### src/rtl/note_seq_pkg.sv
// Shared types and entry layout for the note sequencer.
// Entry format is {end, rest, pitch, dur} with the duration in the LSBs.
package note_seq_pkg;

    localparam int DUR_W     = 5;
    localparam int PITCH_LSB = DUR_W;

    typedef enum logic [2:0] {
        S_IDLE,
        S_FETCH,
        S_WAIT,
        S_ARM,
        S_PLAY
    } state_t;

    // Sub-sequencer for the in-note prefetch of the following entry
    typedef enum logic [1:0] {
        PF_REQ,
        PF_WAIT,
        PF_DONE
    } pf_t;

    function automatic int ENTRY_W(input int pitch_w);
        return pitch_w + DUR_W + 2;
    endfunction

    function automatic int ENTRY_END(input int pitch_w);
        return pitch_w + DUR_W + 1;
    endfunction

    function automatic int ENTRY_REST(input int pitch_w);
        return pitch_w + DUR_W;
    endfunction

endpackage

### src/rtl/note_sequencer_duration_counter.sv
// Tick-driven note duration counter; a load with duration D fires
// o_done on the (D+1)th enable after the loading enable.
module duration_counter
    import note_seq_pkg::*;
(
    input  logic             i_clk,
    input  logic             i_rst,
    input  logic             i_enable,
    input  logic             i_load,
    input  logic [DUR_W-1:0] i_dur,
    output logic             o_done
);

    logic [DUR_W-1:0] count;
    logic             running;

    assign o_done = i_enable & running & ~i_load & (count == '0);

    always_ff @(posedge i_clk) begin
        if (i_rst) begin
            count   <= '0;
            running <= 1'b0;
        end else if (i_load) begin
            count   <= i_dur;
            running <= 1'b1;
        end else if (i_enable && running) begin
            if (count == '0) begin
                running <= 1'b0;
            end else begin
                count <= count - DUR_W'(1);
            end
        end
    end

endmodule

### src/rtl/note_sequencer.sv
// Song ROM note sequencer: fetches entries, times each note on tempo
// ticks and prefetches the next entry while the current one plays.
module note_sequencer
    import note_seq_pkg::*;
#(
    parameter int ADDR_W  = 8,
    parameter int PITCH_W = 8
) (
    input  logic                          i_clk,
    input  logic                          i_rst_n,
    input  logic                          i_tick,
    input  logic                          i_start,
    input  logic                          i_stop,
    input  logic                          i_loop,
    input  logic [ADDR_W-1:0]             i_start_addr,
    output logic [ADDR_W-1:0]             o_rom_addr,
    output logic                          o_rom_rd,
    input  logic [ENTRY_W(PITCH_W)-1:0]   i_rom_data,
    output logic [PITCH_W-1:0]            o_pitch,
    output logic                          o_gate,
    output logic                          o_note_start,
    output logic                          o_busy,
    output logic                          o_finished
);

    localparam int E_END  = ENTRY_END(PITCH_W);
    localparam int E_REST = ENTRY_REST(PITCH_W);

    state_t state;
    state_t state_nx;
    pf_t    pf;

    logic [ADDR_W-1:0]  addr;
    logic               played;
    logic               pend_end;
    logic               pend_rest;
    logic [PITCH_W-1:0] pend_pitch;
    logic [DUR_W-1:0]   pend_dur;

    logic               rom_end;
    logic               rom_rest;
    logic [PITCH_W-1:0] rom_pitch;
    logic [DUR_W-1:0]   rom_dur;
    logic               rom_valid;
    logic               restart;
    logic               load;
    logic               ctr_done;

    assign rom_end   = i_rom_data[E_END];
    assign rom_rest  = i_rom_data[E_REST];
    assign rom_pitch = i_rom_data[PITCH_LSB +: PITCH_W];
    assign rom_dur   = i_rom_data[DUR_W-1:0];

    assign rom_valid = (state == S_WAIT)
                     | ((state == S_PLAY) & (pf == PF_WAIT));

    // Loop only if a note played since the last (re)start, else END is final
    assign restart = rom_valid & rom_end & i_loop & played;

    assign load = (state == S_ARM) & i_tick & ~i_stop;

    duration_counter u_dur (
        .i_clk    (i_clk),
        .i_rst    (~i_rst_n),
        .i_enable (i_tick),
        .i_load   (load),
        .i_dur    (pend_dur),
        .o_done   (ctr_done)
    );

    always_ff @(posedge i_clk) begin
        if (!i_rst_n) begin
            state <= S_IDLE;
        end else begin
            state <= state_nx;
        end
    end

    always_comb begin
        state_nx = state;
        if (i_stop) begin
            state_nx = S_IDLE;
        end else begin
            unique case (state)
                S_IDLE: begin
                    if (i_start) state_nx = S_FETCH;
                end
                S_FETCH: begin
                    state_nx = S_WAIT;
                end
                S_WAIT: begin
                    if (restart)      state_nx = S_FETCH;
                    else if (rom_end) state_nx = S_IDLE;
                    else              state_nx = S_ARM;
                end
                S_ARM: begin
                    if (i_tick) state_nx = S_PLAY;
                end
                S_PLAY: begin
                    if (ctr_done) state_nx = pend_end ? S_IDLE : S_ARM;
                end
                default: state_nx = S_IDLE;
            endcase
        end
    end

    always_comb begin
        o_rom_rd     = 1'b0;
        o_note_start = 1'b0;
        o_finished   = 1'b0;
        unique case (state)
            S_FETCH: o_rom_rd = 1'b1;
            S_WAIT:  o_finished = ~i_stop & rom_end & ~restart;
            S_ARM:   o_note_start = load;
            S_PLAY: begin
                o_rom_rd   = (pf == PF_REQ);
                o_finished = ~i_stop & ctr_done & pend_end;
            end
            default: ;
        endcase
    end

    assign o_busy     = (state != S_IDLE);
    assign o_rom_addr = o_rom_rd ? addr : '0;

    always_ff @(posedge i_clk) begin
        if (!i_rst_n) begin
            addr       <= '0;
            pf         <= PF_DONE;
            played     <= 1'b0;
            pend_end   <= 1'b0;
            pend_rest  <= 1'b0;
            pend_pitch <= '0;
            pend_dur   <= '0;
            o_pitch    <= '0;
            o_gate     <= 1'b0;
        end else if (i_stop) begin
            o_gate <= 1'b0;
            pf     <= PF_DONE;
        end else begin
            if ((state == S_IDLE) && i_start) begin
                addr     <= i_start_addr;
                played   <= 1'b0;
                pend_end <= 1'b0;
            end
            if (rom_valid) begin
                pend_rest  <= rom_rest;
                pend_pitch <= rom_pitch;
                pend_dur   <= rom_dur;
                if (restart) begin
                    addr   <= i_start_addr;
                    played <= 1'b0;
                end else if (rom_end) begin
                    pend_end <= 1'b1;
                end else begin
                    pend_end <= 1'b0;
                    addr     <= addr + ADDR_W'(1);
                end
            end
            if (state == S_PLAY) begin
                unique case (pf)
                    PF_REQ:  pf <= PF_WAIT;
                    PF_WAIT: pf <= restart ? PF_REQ : PF_DONE;
                    default: ;
                endcase
                if (ctr_done) o_gate <= 1'b0;
            end
            if (load) begin
                if (!pend_rest) o_pitch <= pend_pitch;
                o_gate <= ~pend_rest;
                played <= 1'b1;
                pf     <= PF_REQ;
            end
        end
    end

endmodule
### config.mk
export PLATFORM = sky130hd
export DESIGN_NAME = note_sequencer
export DESIGN_NICKNAME = d
export VERILOG_FILES = /design/src/rtl/note_seq_pkg.sv /design/src/rtl/note_sequencer_duration_counter.sv /design/src/rtl/note_sequencer.sv
export SDC_FILE = /design/constraint.sdc
export NUM_CORES = 1
export LEC_CHECK = 0
export CAP_MARGIN = 10
export CORE_MARGIN = 5
export CORE_UTILIZATION = 51
export DETAILED_ROUTE_END_ITERATION = 10
export PLACE_DENSITY = 0.8
export SLEW_MARGIN = 5
export SYNTH_ARGS = -nofsm -noshare
export SYNTH_HDL_FRONTEND = slang
export SYNTH_SLANG_ARGS = --single-unit
export TNS_END_PERCENT = 20
### constraint.sdc
create_clock -name i_clk -period 2.22 [get_ports i_clk]
set_input_delay 0.444 -clock i_clk [delete_from_list [all_inputs] [get_ports i_clk]]
set_output_delay 0.444 -clock i_clk [all_outputs]
set_load 0.01 [all_outputs]
==> flow_summary.yaml <==
worst_setup_path:
  max_stage_delay_ns: 0.34
  worst-path-buf-inv: 2
  ff2ff_path_depth: 6
  start_kind: "flip-flop"
  cp_top_family: "simple AND/OR/NAND/NOR gates"
  slowest_stage: "dfxtp_2"
  timing.rr.start: "state[1]"
  worstPathRequired_ns: 1.78
  cp_max_fo: 3
  end_kind: "output pin"
  r2r-end: "addr[0]"
  path_cells: "inv_2 -> ha_4 -> nor4b_4 -> nand4_1 -> a2bb2oi_2 -> nor3_2 -> buf_2"
  worstPathArrival_ns: 1.68
  r2r_slack_ns: 0.38
  critical_path_class: "reg -> out"
min_path:
  hold_start: "pend_dur[1]"
  min_delay_path_depth: 2
  worst_hold_path.endpoint: "u_dur.count[1]"
  min_path_type: "reg -> reg"
pwr:
  seq_power_share_pct: 53.2
  ir_drop_uv: 431
  intPower_mw: 1.15
  combPwrFrac_pct: 14.4
  pwr-share-clk_pct: 32.4
  switching_share_pct: 26.0
  power_density_nw_per_um2: 493
  p_switching_mw: 0.404
  leakagePower_nw: 1.33
sta:
  max_freq_mhz: 472
  hold_viol_final: 0
  slew_headroom_pct: 61.2
  finalCritPeriodShare_pct: 95.5
  hold_ws_ns: 0.455
  min_period_ns: 2.12
  rsz0062_at_grt: "false"
  worst_pin_slew_ns: 0.575
  setup_violations: 0
  fin_skew_ns: 0.00525
  report.final.slew_viol_count: 0
floorplanning:
  rows: 24
  dieWidth_um: 77.7
  fp.coreArea_sq_um: 4410
  die_h_um: 77.7
  io_pins: 50
  die_area_sq_um: 6040
  start_util_pct: 53.0
final_layout:
  fill_cells: 361
  multi_input_area_sq_um: 1390
  postLayoutCoreUtil_pct: 71.5
  nNetsFinal: 379
  stdcell_area_sq_um: 3160
  syn_to_final_growth_pct: 34.9
  layout_common_cells: "dfxtp_1, clkdlybuf4s50_1, a21oi_1, nor2_1, buf_4"
  antenna_cells: 0
  drive_gt1_share_pct: 18.4
  final_common_cell: "dfxtp_1"
  seqCellArea_sq_um: 887
logic_synthesis:
  yosysSeqAreaShare_pct: 37.6
  synth_compound_area_share_pct: 20.3
  syn_nets: 309
  synthFlopType: "dfxtp_1"
  synth_area_sq_um: 2340
  synth-seq-cells: 44
  async_reset_ff_share_pct: 0
  ys_warn_count: 0
  synth_xor_area_share_pct: 2.62
  synthAdderAreaFrac_pct: 1.60
  ys_top_cells_by_area: "dfxtp_1, a21oi_1, mux2i_1"
  synth_top_family_by_area: "simple AND/OR/NAND/NOR gates"
  synth_area_leader_cell: "dfxtp_1"
  post_synth.cell_area_avg_sq_um: 8.45
  netlist.area_leader.share_pct: 37.6
  ys_types: 53
  yosys.area_share.simple_pct: 24.4
  synth_edf_count: 0
  synth_cells: 277
  yosys-mux-area-fraction_pct: 9.30
clock_tree:
  cts.sinks: 44
  clk_pin_slew_ns: 0.08
  htreeDepth: 2
  clock_latency_ns: 0.30
  cts_root_buffer: "clkbuf_8"
  numCtsBuffers: 5
  cts_tree: "built"
  clockBufferDepth: 2
route:
  ant_nets: 0
  drt-total-wl_um: 6070
  first_pass_iters: 4
  drcViolationCount: 0
  vias: 2302
  wl_per_cell_um: 15.2
  first_iter_violations: 248
  viasPerCell: 5.76
global_route:
  grt_overflow_total: 0
  grt_pass1_wl_um: 10200
  grt_pass1_vias: 2195
  track_usage_pct: 20.6
  antenna_found_initial: 0
  grt_max_degree: 27
placed_design:
  place_area_sq_um: 3040
  gp_congestion: 0.865
  place_hpwl_um: 4350
  io_buffer_count: 49
job:
  cap_violations: 0
status:
  run_status: "complete, no violations"
[state kept, by name (all words and copies together), names as in the netlist]
name           flops
o_pitch            8
pf                 2
o_gate             1
addr               8
played             1
u_dur.running      1
pend_end           1
state              3
pend_rest          1
pend_pitch         8
pend_dur           5
u_dur.count        5
[synth_stat cells (4+ instances only)]
cell,number
dfxtp_1,44
or3_1,5
nor2_1,27
nand4_1,6
a21oi_1,30
buf_2,4
xor2_1,4
clkbuf_1,8
nor3_1,4
and2_1,9
mux2i_1,15
inv_1,8
o21ai_0,13
nand2_1,26
mux2_2,5
o211ai_1,6
nand3_1,6
[stage by stage]
stage | TNS (ns) | power (mW) | instances | setup slack [ns]
finish | 0 | 1.56 | 400 | 0.101
global route | 0 | 1.63 | 400 | 0.00378
CTS | 0 | 1.57 | 399 | 0.00897
detailed placement | -0.371 | 1.07 | 391 | -0.218
global placement | -0.363 | 1.07 | 391 | -0.224
floorplan | 0 | 0.953 | 277 | 0.323
[what timing repair did]
item                       CTS  global route
resized for setup           16            12
setup endpoints to repair   12            10
pin swaps                    0             2
hold buffers                 0             0
setup buffers                0             1
[logic make-up (layout without fill, tap and decap cells)]
kind of cell / Yosys count / after routing
simple gates: 105 / 105
buf+inv: 23 / 94
compound gates: 74 / 74
flops: 44 / 44
mux: 21 / 21
xor+xnor: 7 / 7
fa+ha+maj: 3 / 3
[metal layers]
| metal | wire [um] | global-route usage, % | up-vias |
|---|---|---|---|
| met4 | 42 | 7.39 | 0 |
| met5 | 0 | 0 | - |
| li1 | - | - | 1143 |
| met2 | 2970 | 33.7 | 82 |
| met3 | 429 | 5.44 | 6 |
| met1 | 2630 | 25.9 | 1071 |
[worst register-to-register path, cell delays in order, from the launching register on]
cell	delay (ns)
dfxtp_2	0.38
buf_4	0.18
nor4b_4	0.26
buf_4	0.23
mux2_2	0.35
a221oi_1	0.26
nor2_1	0.08
[worst max path at each step]
| stage | endpoint | cells after the start | from | slack, ns |
|---|---|---|---|---|
| 2_1_floorplan | o_rom_addr[0] | 5 | state[0] | 0.32 |
| 4_1_cts | o_finished | 7 | u_dur.count[0] | 0.009 |
| 3_5_place_dp | o_finished | 6 | i_tick | -0.22 |
| 3_3_place_gp | o_finished | 6 | i_rom_data[14] | -0.22 |
| 6_report | o_finished | 7 | u_dur.count[0] | 0.10 |
| 5_1_grt | o_finished | 7 | u_dur.count[0] | 0.004 |
[power groups by stage]
stage	Sequential [mW]	Clock, mW	Combinational, mW
after floorplan	0.841	0	0.113
after global routing	0.832	0.552	0.246
after CTS	0.828	0.520	0.223
after global placement	0.845	0	0.222
after detailed placement	0.846	0	0.225
final	0.828	0.504	0.225
[area by class of cell]
cell class / instances / area share [%]
timing repair buffer: 77 / 21.8
tap: 52 / 2.06
clock buffer: 6 / 2.30
clock inverter: 2 / 0.515
inverter: 9 / 1.07
multi-input combinational: 210 / 44.1
sequential: 44 / 28.1
No activity file was read; power rests on OpenSTA's default activity.
